`src/rtl/net_tx_arbiter.sv`:
```
// Frame-aware 2:1 arbiter sharing the MAC transmit stream between the ARP and UDP/IP sources.
// ARP has streak-bounded priority; a stall watchdog releases a grant whose source stops mid-frame.
module net_tx_arbiter #(
    parameter int unsigned MAX_ARP_STREAK = 4,
    parameter int unsigned TIMEOUT_CYCLES = 1024,
    parameter int unsigned CNT_W          = 16
) (
    input  logic             logic_clk,
    input  logic             logic_rst,
    input  logic [7:0]       arp_tdata_in,
    input  logic             arp_tvalid_in,
    output logic             arp_tready_out,
    input  logic             arp_tlast_in,
    input  logic [7:0]       net_rtrans_data_in,
    input  logic             net_rtrans_valid_in,
    output logic             net_rtrans_ready_out,
    input  logic             net_rtrans_last_in,
    output logic [7:0]       net_tmac_data_out,
    output logic             net_tmac_valid_out,
    input  logic             net_tmac_ready_in,
    output logic             net_tmac_last_out,
    output logic             frame_abort_out,
    output logic [CNT_W-1:0] arp_frame_cnt_out,
    output logic [CNT_W-1:0] trans_frame_cnt_out
);

    localparam int unsigned STREAK_W = $clog2(MAX_ARP_STREAK + 1);
    localparam int unsigned WD_W     = (TIMEOUT_CYCLES > 1) ? $clog2(TIMEOUT_CYCLES) : 1;
    localparam bit          WD_EN    = (TIMEOUT_CYCLES != 0);
    localparam int unsigned WD_LIM   = (TIMEOUT_CYCLES != 0) ? TIMEOUT_CYCLES - 1 : 0;

    localparam logic [STREAK_W-1:0] STREAK_MAX = STREAK_W'(MAX_ARP_STREAK);
    localparam logic [WD_W-1:0]     WD_LAST    = WD_W'(WD_LIM);

    localparam logic [1:0] ST_IDLE      = 2'd0;
    localparam logic [1:0] ST_GNT_ARP   = 2'd1;
    localparam logic [1:0] ST_GNT_TRANS = 2'd2;

    logic [1:0]          state;
    logic [1:0]          state_nxt;
    logic [STREAK_W-1:0] streak;
    logic [WD_W-1:0]     wd;
    logic [CNT_W-1:0]    arp_cnt;
    logic [CNT_W-1:0]    trans_cnt;
    logic                hs;
    logic                arp_done;
    logic                trans_done;

    // State register
    always_ff @(posedge logic_clk) begin
        if (logic_rst) begin
            state <= ST_IDLE;
        end else begin
            state <= state_nxt;
        end
    end

    // Next-state decision and grant-muxed data path
    always_comb begin
        state_nxt            = state;
        net_tmac_data_out    = 8'd0;
        net_tmac_valid_out   = 1'b0;
        net_tmac_last_out    = 1'b0;
        arp_tready_out       = 1'b0;
        net_rtrans_ready_out = 1'b0;
        hs                   = 1'b0;
        arp_done             = 1'b0;
        trans_done           = 1'b0;
        frame_abort_out      = 1'b0;

        case (state)
            ST_IDLE: begin
                if (arp_tvalid_in && ((streak < STREAK_MAX) || !net_rtrans_valid_in)) begin
                    state_nxt = ST_GNT_ARP;
                end else if (net_rtrans_valid_in) begin
                    state_nxt = ST_GNT_TRANS;
                end
            end
            ST_GNT_ARP: begin
                net_tmac_data_out  = arp_tdata_in;
                net_tmac_valid_out = arp_tvalid_in;
                net_tmac_last_out  = arp_tlast_in;
                arp_tready_out     = net_tmac_ready_in;
            end
            ST_GNT_TRANS: begin
                net_tmac_data_out    = net_rtrans_data_in;
                net_tmac_valid_out   = net_rtrans_valid_in;
                net_tmac_last_out    = net_rtrans_last_in;
                net_rtrans_ready_out = net_tmac_ready_in;
            end
            default: begin
                state_nxt = ST_IDLE;
            end
        endcase

        hs         = net_tmac_valid_out && net_tmac_ready_in;
        arp_done   = hs && net_tmac_last_out && (state == ST_GNT_ARP);
        trans_done = hs && net_tmac_last_out && (state == ST_GNT_TRANS);

        // A handshake in the timeout cycle takes precedence over the forced release
        frame_abort_out = WD_EN && (state != ST_IDLE) && !hs && (wd == WD_LAST);

        if (hs && net_tmac_last_out) begin
            state_nxt = ST_IDLE;
        end else if (frame_abort_out) begin
            state_nxt = ST_IDLE;
        end
    end

    // Watchdog, streak and frame counters
    always_ff @(posedge logic_clk) begin
        if (logic_rst) begin
            wd        <= '0;
            streak    <= '0;
            arp_cnt   <= '0;
            trans_cnt <= '0;
        end else begin
            if (!WD_EN || (state == ST_IDLE) || hs || frame_abort_out) begin
                wd <= '0;
            end else begin
                wd <= wd + WD_W'(1);
            end

            if (arp_done) begin
                arp_cnt <= arp_cnt + CNT_W'(1);
                if (streak != STREAK_MAX) begin
                    streak <= streak + STREAK_W'(1);
                end
            end

            if (trans_done) begin
                trans_cnt <= trans_cnt + CNT_W'(1);
                streak    <= '0;
            end
        end
    end

    assign arp_frame_cnt_out   = arp_cnt;
    assign trans_frame_cnt_out = trans_cnt;

endmodule

```
`config.mk`:
```
export PLATFORM = sky130hd
export DESIGN_NAME = net_tx_arbiter
export DESIGN_NICKNAME = d
export VERILOG_FILES = /design/src/rtl/net_tx_arbiter.sv
export SDC_FILE = /design/constraint.sdc
export NUM_CORES = 1
export LEC_CHECK = 0
export ABC_CLOCK_PERIOD_IN_PS = 7150
export CAP_MARGIN = 20
export CORE_MARGIN = 3
export CORE_UTILIZATION = 50
export CTS_BUF_LIST = sky130_fd_sc_hd__clkbuf_2
export DETAILED_ROUTE_END_ITERATION = 6
export PLACE_DENSITY = 0.83
export SLEW_MARGIN = 20
export SYNTH_ARGS = -nofsm -noshare
export SYNTH_HDL_FRONTEND = slang
export SYNTH_SLANG_ARGS = --single-unit
```
`constraint.sdc`:
```
create_clock -name logic_clk -period 7.15 [get_ports logic_clk]
set_clock_uncertainty 0.1 [all_clocks]
set_input_delay 1.43 -clock logic_clk [delete_from_list [all_inputs] [get_ports logic_clk]]
set_output_delay 1.43 -clock logic_clk [all_outputs]
set_load 0.05 [all_outputs]
```
* Word level (Yosys, flattened, before mapping)
Cells that the tools add are included.
Operators by class: $add $sub $neg 4, magnitude comparators 1, eq/ne operators 5, mux-type cells 8, bitwise logic cells 1, reductions and logical operators 20
Operator list (count):
- adder 16 x 1 -> 16 bit, second input constant | 2
- case mux 8 bit (2 select lines) | 1
- adder 10 x 1 -> 10 bit, second input constant | 1
- == test 10 bit, second input constant | 1
- logical AND 1 bit | 7
- inequality test 3 bit, second input constant | 2
- OR reduction 2 bit | 3
- two-way mux 2 bit | 2
- case mux 1 bit (2 select lines) | 2
- case mux 2 bit (2 select lines) | 1
- AND reduction 2 bit | 2
- adder 3 x 1 -> 3 bit, second input constant | 1
- logical OR 1 bit | 3
- less-than comparator 3 bit, second input constant | 1
- OR reduction 3 bit | 1
- == test 2 x 1 -> 1 bit, second input constant | 1
- == test 2 bit, second input constant | 1
- zero test 1 bit | 2
- zero test 2 bit | 1
- two-way mux 1 bit | 2
- nonzero test 2 bit | 1
- NOT 1 bit | 1
Storage, ports and cells: bits in registers 47, bits of input ports 23, output and inout port bits 45, word-level logic and storage cells 44

* Depth between registers and ports, before layout
Gate-level depths: netlist of the first run.
depth in word-level cells 8, depth in mapped cells 8, gate-level depth less buffers 6

* Worst setup path before layout of the first run
No wires, ideal clock.
kind input -> output, start input net_rtrans_valid_in, end output frame_abort_out, arrival time 3129 ps, required time 5620 ps, slack 2491 ps, stages 4, path buffers 1, cell sequence a22oi_1 -> buf_6 -> nor2_1 -> nor3b_1
On the way: cells in the longest elaborated chain, start to end 5
RTL lines:
- start, declared | line 15 | input logic net_rtrans_valid_in,
- case mux 1 bit (2 select lines) | line 71 | case (state)
- logical AND 1 bit | line 96 | hs = net_tmac_valid_out && net_tmac_ready_in;
- zero test 1 bit | line 101 | frame_abort_out = WD_EN && (state != ST_IDLE) && !hs && (wd == WD_LAST);
- logical AND 1 bit (2 in a row) | line 101
- end, declared | line 22 | output logic frame_abort_out,
No other way between the ends.

* Worst setup path after layout of the first run
Ends and elaborated chain as after synthesis.

==> impl_metrics.env, run 1 <==
export IMPL_final_core_util_pct=69.5
export IMPL_fin_nets=379
export IMPL_fmax_ghz=0.182
export IMPL_peakVddDrop_uv=111
export IMPL_start_util_pct=53.6
export IMPL_r2r_start="state[0]$_SDFFE_PP0P_"
export IMPL_postRouteAntennaNets=0
export IMPL_viasPerCell=5.68
export IMPL_synth_cells=288
export IMPL_setup_ws_ns=1.65
export IMPL_path_class="in2out"
export IMPL_std_cell_rows=24
export IMPL_avgSynthCellArea_um2=8.38
export IMPL_leakage_nw=0.956
export IMPL_cts_tree="done"
export IMPL_dp_cells=393
export IMPL_syn_area_mm2=0.00241
export IMPL_cp_cell_sequence="clkdlybuf4s50_1 -> a22oi_1 -> nor2_1 -> nor3b_1 -> clkdlybuf4s50_1"
export IMPL_area_growth_pct=29.8
export IMPL_overflow=0
export IMPL_hold_buffers=0
export IMPL_worst_setup_path_end_kind="primary output"
export IMPL_hold_slack_ns=0.394
export IMPL_cts_root_buffer="clkbuf_2"
export IMPL_grt_pass1_wl_mm=9.14
export IMPL_synth_largest_area_cell="dfxtp_1"
export IMPL_min_path_type="reg2reg"
export IMPL_period_needed_ns=5.50
export IMPL_cts_sinks=47
export IMPL_final_cells=401
export IMPL_synth_edff_count=0
export IMPL_status="completed"
export IMPL_yosysTopAreaCellShare_pct=39.0
export IMPL_cts_clk_slew_worst_paths_ns=0.23
export IMPL_max_stage_delay_ns=0.87
export IMPL_place_area_mm2=0.00309
export IMPL_synth_area_leaders="dfxtp_1 39%, a21oi_1 4.8%, xnor2_1 4.7%, or3_1 4.4%, ha_1 4.1%"
export IMPL_async_flop_share_pct=0
export IMPL_drcViolationCount=0
export IMPL_wl_per_cell_um=14.0
export IMPL_drt_iter0_drc=117
export IMPL_vias=2277
export IMPL_cts_resized=0
export IMPL_tightestPinTransition_ns=0.863
export IMPL_rsz0062_at_grt="false"
export IMPL_setup_violations=0
export IMPL_post_cts_buffers=0
export IMPL_synth_nets=319
export IMPL_p_total_mw=0.465
export IMPL_crit_start="net_rtrans_valid_in"
export IMPL_most_common_layout_cells="67 x clkdlybuf4s50_1, 47 x dfxtp_1, 25 x nor2_1"
export IMPL_grt_antenna_before_repair=0
export IMPL_yosysUniqueCellTypes=35
export IMPL_hpwlAfterDp_mm=4.14
export IMPL_antennaDiodeCount=0
export IMPL_h_tree_depth=2
export IMPL_io_buffer_count=67
export IMPL_ys_warn_count=0
export IMPL_finalSetupTns_ns=0
export IMPL_grt_max_degree=42
export IMPL_finalMaxSlewViolations=0
export IMPL_grtUsageTotal_pct=20.4
export IMPL_finalInstanceArea_mm2=0.00313
export IMPL_hold_viol=0
export IMPL_layout_commonest_cell="clkdlybuf4s50_1"
export IMPL_cp_required_ns=5.62
export IMPL_routabilityCongestion=0.776
export IMPL_clk_path_buf_depth=2
export IMPL_r2r_slack_ns=4.11
export IMPL_die_w_um=75.5
export IMPL_ys_seq_area_share_pct=39.0
export IMPL_crit_path_top_delay_cell="clkdlybuf4s50_1"
export IMPL_grt_pass1_vias=2085
export IMPL_cts_buffers=5
export IMPL_crit_top_cell="clkdlybuf4s50_1"
export IMPL_core_area_mm2=0.00450
export IMPL_critPathLaunchType="input pin"
export IMPL_arrival_ns=3.97
export IMPL_drive_gt1_share_pct=3.15
export IMPL_worstSkewPairLatency_ns=0.41
export IMPL_firstDrtPassIters=4
export IMPL_cp_max_fo=12
export IMPL_pre_cts_ws_ns=1.66
export IMPL_fp_dieH_um=75.5
export IMPL_worstHoldStart="wd[0]$_SDFF_PP0_"
export IMPL_powerDensity_mw_per_mm2=148
export IMPL_die_area_mm2=0.00569
export IMPL_finalWirelength_mm=5.60
export IMPL_synth_flop_cell="dfxtp_1"
export IMPL_synth_seq_cells=47
export IMPL_max_cap_violations=0
export IMPL_ios=68
export IMPL_relSlewSlack_pct=42.5
export IMPL_post_route_period_util_pct=76.9
## registers in the layout, indices dropped and copies added (netlist names)
register	count
trans_frame_cnt_out	16
wd	10
state	2
arp_frame_cnt_out	16
streak	3
## report_power, final
part	switching [mW]	leakage, nW	internal, mW
clock network	0.0812	0.0306	0.0253
logic	0.0540	0.546	0.0369
registers	0.00195	0.379	0.265
## worst max-delay path: cells and delay by family
kind | cells | cell delay, ns
and+or+nand+nor | 2 | 0.49
AOI/OAI and AO/OA | 1 | 0.72
buffers and inverters | 2 | 1.33
## worst paths after layout
path / depth (start not counted) / to
min reg2reg: 1 / wd[0]$_SDFF_PP0_
max: 5 / frame_abort_out
min: 1 / wd[0]$_SDFF_PP0_
max reg2reg: 6 / trans_frame_cnt_out[15]$_SDFFE_PP0P_
## final cells by class
| type | count | area, um^2 |
|---|---|---|
| clock inverter | 2 | 12.5 |
| inverter | 8 | 30.0 |
| clock buffer | 6 | 30.0 |
| timing repair buffer | 68 | 678 |
| fill | 397 | 1370 |
| multi-input combinational | 218 | 1370 |
| sequential | 47 | 941 |
| tap | 52 | 65.1 |
## metal layers
| metal | part of all wire (%) | global-route usage, % | vias up |
|---|---|---|---|
| li1 | - | - | 1173 |
| met1 | 46 | 26.0 | 1048 |
| met2 | 50 | 35.3 | 49 |
| met3 | 3.6 | 3.83 | 7 |
| met4 | 0.82 | 5.44 | 0 |
| met5 | 0 | 0 | - |
## logic make-up (layout without fill, tap and decap cells)
group | after synthesis | in the layout | share of synthesized area [%]
mux | 4 | 4 | 1.71
buf+inv | 23 | 84 | 4.05
compound gates | 61 | 61 | 14.9
xor+xnor | 15 | 15 | 5.45
fa+ha+maj | 8 | 8 | 4.15
simple gates | 130 | 130 | 30.8
flops | 47 | 47 | 39.0
## cell usage after synthesis (all sizes together) (4+ instances only)
cell / instances
a21oi: 23
a22oi: 10
buf: 5
clkbuf: 10
dfxtp: 47
ha: 8
inv: 8
nand2: 13
nand3: 11
nand4: 15
nor2: 25
nor2b: 14
nor3: 5
nor4: 4
o21ai: 19
o31ai: 5
or3: 17
or4: 11
xnor2: 13
(Power assumes the default switching activity.)
==> inputs of run 2 (changes only) <==
--- a/config.mk
+++ b/config.mk
@@ -5,13 +5,13 @@
 export SDC_FILE = /design/constraint.sdc
 export NUM_CORES = 1
 export LEC_CHECK = 0
-export ABC_CLOCK_PERIOD_IN_PS = 7150
+export ABC_CLOCK_PERIOD_IN_PS = 5600
 export CAP_MARGIN = 20
 export CORE_MARGIN = 3
-export CORE_UTILIZATION = 50
+export CORE_UTILIZATION = 49
 export CTS_BUF_LIST = sky130_fd_sc_hd__clkbuf_2
 export DETAILED_ROUTE_END_ITERATION = 6
-export PLACE_DENSITY = 0.83
+export PLACE_DENSITY = 0.82
 export SLEW_MARGIN = 20
 export SYNTH_ARGS = -nofsm -noshare
 export SYNTH_HDL_FRONTEND = slang
==> constraint.sdc (replaced) <==
create_clock -name logic_clk -period 5.6 [get_ports logic_clk]
set_clock_uncertainty 0.1 [all_clocks]
set_input_delay 1.12 -clock logic_clk [delete_from_list [all_inputs] [get_ports logic_clk]]
set_output_delay 1.12 -clock logic_clk [all_outputs]
set_load 0.05 [all_outputs]
==> impl_metrics.env, run 2 (synthesis results as in run 1) <==
export IMPL_pre_cts_ws_ns=0.736
export IMPL_h_tree_depth=2
export IMPL_setup_ws_ns=0.703
export IMPL_cts_buffers=5
export IMPL_r2r_slack_ns=2.52
export IMPL_cts_sinks=47
export IMPL_period_needed_ns=4.90
export IMPL_fp_dieH_um=76.2
export IMPL_cts_root_buffer="clkbuf_2"
export IMPL_finalSetupTns_ns=0
export IMPL_start_util_pct=52.9
export IMPL_drive_gt1_share_pct=3.44
export IMPL_grt_pass1_wl_mm=9.32
export IMPL_vias=2316
export IMPL_cts_resized=0
export IMPL_worstSkewPairLatency_ns=0.41
export IMPL_grt_max_degree=42
export IMPL_worstHoldStart="wd[0]$_SDFF_PP0_"
export IMPL_drt_iter0_drc=95
export IMPL_hold_buffers=0
export IMPL_routabilityCongestion=0.782
export IMPL_r2r_start="state[0]$_SDFFE_PP0P_"
export IMPL_firstDrtPassIters=4
export IMPL_min_path_type="reg2reg"
export IMPL_arrival_ns=3.68
export IMPL_finalWirelength_mm=5.56
export IMPL_critPathLaunchType="input pin"
export IMPL_io_buffer_count=67
export IMPL_postRouteAntennaNets=0
export IMPL_n_fill_cell=401
export IMPL_post_route_period_util_pct=87.4
export IMPL_die_area_mm2=0.00580
export IMPL_relSlewSlack_pct=36.2
export IMPL_rr_endpoint="trans_frame_cnt_out[15]$_SDFFE_PP0P_"
export IMPL_drcViolationCount=0
export IMPL_finalMaxSlewViolations=0
export IMPL_fmax_ghz=0.204
export IMPL_hold_viol=0
export IMPL_most_common_layout_cells="67 x clkdlybuf4s50_1, 47 x dfxtp_1, 25 x nor2_1"
export IMPL_cp_required_ns=4.38
export IMPL_powerDensity_mw_per_mm2=190
export IMPL_rsz0062_at_grt="false"
export IMPL_whs_endpoint="wd[0]$_SDFF_PP0_"
export IMPL_grtUsageTotal_pct=18.7
export IMPL_grt_antenna_before_repair=0
export IMPL_path_class="in2out"
export IMPL_hpwlAfterDp_mm=4.10
export IMPL_fin_nets=379
export IMPL_area_growth_pct=30.5
export IMPL_overflow=0
export IMPL_cts_clk_slew_worst_paths_ns=0.25
export IMPL_tightestPinTransition_ns=0.957
export IMPL_die_w_um=76.2
export IMPL_core_area_mm2=0.00456
export IMPL_cp_max_fo=12
export IMPL_leakage_nw=0.950
export IMPL_holdPathStages=1
export IMPL_cts_tree="done"
export IMPL_peakVddDrop_uv=134
export IMPL_post_cts_buffers=0
export IMPL_viasPerCell=5.59
export IMPL_status="completed"
export IMPL_antennaDiodeCount=0
export IMPL_std_cell_rows=24
export IMPL_clk_path_buf_depth=2
export IMPL_wl_per_cell_um=13.4
export IMPL_final_core_util_pct=69.0
export IMPL_ios=68
export IMPL_grt_pass1_vias=2060
export IMPL_setup_violations=0
export IMPL_layout_commonest_cell="clkdlybuf4s50_1"
export IMPL_r2r_cells=6
export IMPL_worst_setup_path_end_kind="primary output"
export IMPL_max_cap_violations=0
## run 2: where the power goes
part	leakage, nW	switching, mW	internal [mW]
registers	0.379	0.00256	0.339
logic	0.546	0.0690	0.0470
clock network	0.0250	0.110	0.0296
## run 2: worst max-delay path, stage by stage
cell and delay (ns):
clkdlybuf4s50_1 0.47, a22oi_1 0.73, nor2_1 0.13, nor3b_1 0.35, clkdlybuf4s50_1 0.88
## run 2: cell type report
type	instances	area [um^2]	area share, %
Timing Repair Buffer	68	678	21.5
Sequential cell	47	941	29.9
Clock inverter	3	20.0	0.636
Inverter	8	30.0	0.954
Tap cell	65	81.3	2.58
Clock buffer	5	25.0	0.795
Multi-Input combinational cell	218	1370	43.6
## run 2: worst max-delay path by stage
stage	from	end	slack [ns]	cells after the start
6_report	net_rtrans_valid_in	frame_abort_out	0.70	5
4_1_cts	net_rtrans_valid_in	frame_abort_out	0.72	5
3_5_place_dp	net_rtrans_valid_in	frame_abort_out	0.74	5
2_1_floorplan	net_rtrans_valid_in	frame_abort_out	1.56	4
3_3_place_gp	net_rtrans_valid_in	frame_abort_out	0.77	5
5_1_grt	net_rtrans_valid_in	frame_abort_out	0.47	5
## run 2: layer usage
| layer | wire length (um) | share of wire, % | track usage, % |
|---|---|---|---|
| met1 | 2550 | 46 | 23.6 |
| met2 | 2750 | 49 | 33.0 |
| met3 | 180 | 3.2 | 3.66 |
| met4 | 73 | 1.3 | 4.35 |
| met5 | 0 | 0 | 0 |
## run 2: through the flow
stage          total power [mW]  cells  cell area [um^2]  hold WS [ns]
3_5_place_dp              0.464    406              3100         0.366
2_1_floorplan             0.426    288              2410         0.330
4_1_cts                   0.600    414              3150         0.403
3_3_place_gp              0.462    406              3100         0.343
5_1_grt                   0.625    414              3150         0.421
6_report                  0.597    414              3150         0.400
==> edit 1: new RTL, flow settings as in run 1 <==
Set the parameter `TIMEOUT_CYCLES` to 256 (it was 1024).
--- a/src/rtl/net_tx_arbiter.sv
+++ b/src/rtl/net_tx_arbiter.sv
@@ -2,7 +2,7 @@
 // ARP has streak-bounded priority; a stall watchdog releases a grant whose source stops mid-frame.
 module net_tx_arbiter #(
     parameter int unsigned MAX_ARP_STREAK = 4,
-    parameter int unsigned TIMEOUT_CYCLES = 1024,
+    parameter int unsigned TIMEOUT_CYCLES = 256,
     parameter int unsigned CNT_W          = 16
 ) (
     input  logic             logic_clk,
Formal check against the unedited RTL: same outputs for any inputs over 10 cycles, from zero or initial values and one cycle with logic_rst high; that may be too few to reach the edited logic, so the function may still have changed.
==> edit 1 against run 1 <==
  * Cell area about the same
  * Worst hold slack about the same
  * Setup slack improved by 360 ps
  * Area after synthesis decreased by 0.83%
  * Sequential cell count decreased by 2
  * Critical path depth unchanged
  * Fmax increased by 7.0%
  * Wire length increased by 1.4%
  * Clock power increased by 32%
  * Total power increased by 4.2%
  * Via count increased by 4.7%
  * Critical path type unchanged
  * Critical endpoint unchanged
  * Highest routed layer unchanged
==> edit 1: results (changes against run 1) <==
** Placed design
- The estimated wirelength of the detail-placed design was 4140 um (about the same).
- The global placement routability congestion is 0.787 (+1.4%).
- The number of input and output port buffers inserted came to 67 (unchanged).

** GRT
- Pin count of the biggest net entering global routing :: 39 (-7.1%)
- Antenna violations before repair :: 0 (unchanged)
- Via count of the first global-routing pass :: 2095 (+0.48%)
- Global router's overall resource usage :: 0.202 (-0.00207)
- First-pass GRT wire length :: 9030 um (-1.3%)

** CTS
- Cell chosen for the clock root :: sky130_fd_sc_hd__clkbuf_2
- The maximum level of the CTS H-tree came to 2 (unchanged).
- The insertion delay to the later sink of the worst-skew pair was 410 ps (about the same).
- The clock-pin transition on the worst setup and hold timing paths is 200 ps (-30 ps).
- The largest buffer count on any clock path was 2 (unchanged).
- The post-CTS setup buffer count was 0 (unchanged).
- The post-CTS resize count was 0 (unchanged).
- The total clock buffers created by CTS was 5 (unchanged).

** Routing
- The first-pass detailed-route iteration total came to 5 (+1).
- The routed via count came to 2383 (+4.7%).
- Iteration-0 DRC Markers :: 157 (+34%)
- The total wire length after detailed routing is 5680 um (+1.4%).

** Yosys
- The number of distinct library cells after synthesis came to 34 (-2.9%).
- The net count after synthesis came to 322 (+0.94%).
- In the synthesized netlist the dominant register cell turns out to be sky130_fd_sc_hd__dfxtp_1.
- Count of synthesis-stage warnings from yosys :: 0 (unchanged)
- Sequential area share after synthesis :: 0.377 (-0.0135)
- Ranked by total cell area, the synthesized netlist is headed by sky130_fd_sc_hd__dfxtp_1 (38%), sky130_fd_sc_hd__or4_1 (6.0%), sky130_fd_sc_hd__a21oi_1 (5.9%).
- Top cells by count, synth :: sky130_fd_sc_hd__dfxtp_1 (45), sky130_fd_sc_hd__a21oi_1 (28), sky130_fd_sc_hd__nand2_1 (22), sky130_fd_sc_hd__or4_1 (19)
- The fraction of registers with async set/reset is 0 (unchanged).

** Final layout
- Final Net Count :: 379 (unchanged)
- Diode count :: 0 (unchanged)
- Number of filler cells placed in the layout :: 376 (-5.3%)
- The proportion of layout cells with a drive suffix above 1 is 0.0372 (+0.00573).

** Hold path
- Min-delay worst type :: reg2reg

** Critical path
- Critical path arrival :: 3610 ps (-360 ps)
- The largest fanout of any net on the critical path was 6 (-6).
- The register-to-register path setup slack was 4220 ps (+110 ps).

** Timing
- The worst relative slew slack is 0.599 (+0.175).
- The minimum hold slack is 394 ps (-0.0780 ps).

** Run status
- Run status :: completed

** Pwr
- Largest vdd supply drop :: 0.000111 V (-0.78%)
- The standby leakage power is 0.000948 uW (-0.86%).
edit 1: report_power, final:
part           switching [uW]  internal [uW]
Combinational            51.4           36.6
Sequential               2.08            254
Clock                    80.3           59.6
Total                     134            350
edit 1: cells by family after synthesis:
kind of cell | share of synthesized area
fa+ha+maj | 0.0418
flops | 0.377
mux | 0.00471
xor+xnor | 0.0403
compound gates | 0.191
buf+inv | 0.0502
simple gates | 0.295
edit 1: area by class of cell:
| class | count | share of cell area |
|---|---|---|
| sequential | 45 | 0.288 |
| tap | 52 | 0.0208 |
| multi-input combinational | 217 | 0.438 |
| timing repair buffer | 69 | 0.220 |
| clock buffer | 6 | 0.00960 |
| inverter | 10 | 0.0120 |
| clock inverter | 2 | 0.0108 |
edit 1: worst max-delay path: stages:
cell and delay (ps):
sky130_fd_sc_hd__clkdlybuf4s50_1 490, sky130_fd_sc_hd__a22oi_2 320, sky130_fd_sc_hd__nor2_1 120, sky130_fd_sc_hd__nor3b_1 370, sky130_fd_sc_hd__clkdlybuf4s50_1 880
edit 1: through the flow:
step	std cells	util	area (sq um)	power, uW	setup slack (ps)
after detailed placement	392	0.682	3050	349	2020
after floorplan	291	-	2390	320	2590
final	401	0.699	3130	484	2010
after global routing	401	0.699	3130	502	1860
after global placement	392	0.682	3050	347	2080
after CTS	400	0.697	3120	486	2000
edit 1: path summary, 6_finish.rpt:
path,startpoint,endpoint,depth (start not counted)
worst max register to register,state[0],trans_frame_cnt_out[12],6
worst max-delay path,net_rtrans_valid_in,frame_abort_out,5
worst min-delay path,wd[0],wd[0],1
worst min register to register,wd[0],wd[0],1
edit 1: layer usage:
metal | global-route usage | up-vias | wire length (um)
met1 | 0.236 | 1110 | 2540
met2 | 0.360 | 77 | 2760
met5 | 0 | - | 0
met3 | 0.0681 | 2 | 375
met4 | 0.0408 | 0 | 4
li1 | - | 1194 | -
==> edit 2: new RTL, config.mk and constraints of run 1 <==
Without the edit above. Put one more register stage on the output `arp_frame_cnt_out`, with the module's reset. The value now appears one clock later. The other outputs are not delayed to match.
--- a/src/rtl/net_tx_arbiter.sv
+++ b/src/rtl/net_tx_arbiter.sv
@@ -135,7 +135,13 @@
         end
     end
 
-    assign arp_frame_cnt_out   = arp_cnt;
+    always_ff @(posedge logic_clk) begin
+        if (logic_rst) begin
+            arp_frame_cnt_out <= '0;
+        end else begin
+            arp_frame_cnt_out <= arp_cnt;
+        end
+    end
     assign trans_frame_cnt_out = trans_cnt;
 
 endmodule
Formal check against the unedited RTL: not equivalent (Yosys sat finds a counterexample within 4 cycles, from zero or initial values and one cycle with logic_rst high).
==> edit 2 against run 1 <==
  * Non-clock buffer count stayed put
  * Setup slack better by 620 ps
  * Register-to-register slack worse by 20 ps
  * Die area is 19% higher
  * Sequential cell count is 16 higher
  * Total power is 48% higher
  * Core utilization is 3.7 points lower
  * Count of clock-buffer cells in the layout is 3 higher
  * Global-route usage is 1.9 points lower
  * Cell area is 17% higher
  * Fmax is 13% higher
  * Wire length is 7.7% higher
  * Area after synthesis is 21% higher
  * Critical path type unchanged
  * Largest cell class unchanged
  * Largest power group unchanged
==> edit 2: results (changes against run 1) <==
** Run status
- Run status :: completed

** Yosys
- Cells taking the most area after synthesis :: sky130_fd_sc_hd__dfxtp_1 (43%), sky130_fd_sc_hd__nor2b_1 (4.7%), sky130_fd_sc_hd__mux2_2 (3.9%)
- Mapped Nets :: 352 (+10%)
- Share of flip-flops with an asynchronous set or reset after synthesis :: 0 (unchanged)
- In the synthesized netlist the dominant register cell turns out to be sky130_fd_sc_hd__dfxtp_1.
- The commonest cells after synthesis are sky130_fd_sc_hd__dfxtp_1 (63), sky130_fd_sc_hd__a21oi_1 (22), sky130_fd_sc_hd__nor2b_1 (22), sky130_fd_sc_hd__nor2_1 (19), sky130_fd_sc_hd__nand2_1 (14).
- The sequential cell area fraction in the yosys report came to 0.433 (+0.0429).
- Count of synthesis-stage warnings from yosys :: 0 (unchanged)
- The number of distinct library cells after synthesis was 42 (+20%).

** Critical path
- Cell family with most CP delay :: buffers and inverters
- The worst endpoint data arrival time is 3350 ps (-620 ps).
- The slowest stage of the critical path belongs to the cell sky130_fd_sc_hd__clkdlybuf4s50_1.
- The largest fanout of any net on the critical path was 8 (-4).
- The critical path's largest stage delay is 800 ps (-70 ps).

** Pwr
- The standby leakage power is 0.00126 uW (+32%).
- Largest vdd supply drop :: 0.000115 V (+2.8%)

** GRT
- Pin count of the biggest net entering global routing :: 52 (+24%)
- The via count of the first global-routing pass came to 2394 (+15%).
- The overall routing resource usage came to 0.185 (-0.0194).
- Antenna violations before repair :: 0 (unchanged)
- First-pass GRT wire length :: 9780 um (+6.9%)

** Placed design
- The global placement routability congestion was 0.785 (+1.2%).
- Post-DP HPWL :: 4300 um (+3.7%)
- The number of input and output port buffers inserted was 67 (unchanged).
- Post-placement cell area :: 0.00359 sq mm (+16%)
- The placement-stage worst setup slack is 2260 ps (+598 ps).

** Final layout
- Fraction of layout cells with a size suffix above 1 :: 0.106 (+0.0742)
- Diode count :: 0 (unchanged)
- The total number of nets in the final design was 415 (+9.5%).

** Hold path
- Min-delay worst type :: reg2reg

** CTS
- The largest buffer count on any clock path came to 2 (unchanged).
- Number of levels the H-tree was split into :: 3 (+1)
- The tree is rooted in a sky130_fd_sc_hd__clkbuf_2.
- The post-CTS resize count was 0 (unchanged).
- The insertion delay to the later sink of the worst-skew pair is 460 ps (+50 ps).
- The clock-pin transition on the worst setup and hold timing paths is 150 ps (-80 ps).
- Post-CTS setup buffers :: 0 (unchanged)
- The total clock buffers created by CTS was 9 (+4).

** Routing
- First-pass DRT Iterations :: 4 (unchanged)
- The number of violations reported at the end of detailed-routing iteration 0 was 86 (-26%).
- The mean number of vias per cell was 5.47 (-3.8%).
- Post-detailed-routing wire length :: 6030 um (+7.7%)

** Timing
- Worst max-slew margin expressed relative to the limit :: 0.480 (+0.0557)
edit 2: final timing paths:
kind,startpoint,to,slack (ps),depth (start not counted)
setup / recovery,net_rtrans_valid_in,frame_abort_out,2270,5
hold / removal,wd[0],wd[0],370,1
setup reg to reg,state[0],arp_cnt[15],4090,6
hold reg to reg,wd[0],wd[0],370,1
edit 2: logic make-up (layout without fill, tap and decap cells):
| logic type | count (synthesis) | after routing | synth area share |
|---|---|---|---|
| muxes | 12 | 12 | 0.0460 |
| DFF | 63 | 63 | 0.433 |
| and+or+nand+nor | 143 | 143 | 0.289 |
| xor gates and xnor gates | 11 | 11 | 0.0331 |
| AOI/OAI and AO/OA | 55 | 55 | 0.117 |
| buffers and inverters | 29 | 96 | 0.0473 |
| adders and majority gates | 8 | 8 | 0.0344 |
edit 2: metrics by stage:
stage	hold slack (ps)	cells	util
2_1_floorplan	323	321	-
3_3_place_gp	334	445	0.644
3_5_place_dp	340	445	0.644
4_1_cts	370	460	0.658
5_1_grt	389	460	0.658
6_report	367	460	0.658
edit 2: power breakdown:
| group | total, uW | leakage, uW | internal [uW] | switching, uW |
|---|---|---|---|---|
| registers | 361 | 0.000508 | 357 | 3.97 |
| logic | 168 | 0.000703 | 64.8 | 103 |
| clock network | 158 | 0.0000501 | 39.3 | 119 |
| total | 687 | 0.00126 | 461 | 226 |
edit 2: metal layers:
layer	vias up	GRT usage	wire, um
met5	-	0	0
met4	0	0.0914	79
met3	9	0.0542	488
met2	69	0.334	2940
met1	1164	0.193	2520
li1	1272	-	-
edit 2: layout make-up:
cell class | instances | area (sq um)
flip-flops and latches | 63 | 1260
repair buffers | 68 | 678
multi-input cells | 229 | 1510
inverters | 13 | 48.8
well taps | 72 | 90.1
fillers | 496 | 1910
clock inverters | 6 | 28.8
clock buffers | 9 | 45.0
edit 2: worst reg2reg max path: cells and delay by family (launching register included):
family,cells,cell delay (ps)
simple gates,3,1540
fa+ha+maj,1,520
flops,1,390
mux,1,350
buf+inv,1,70
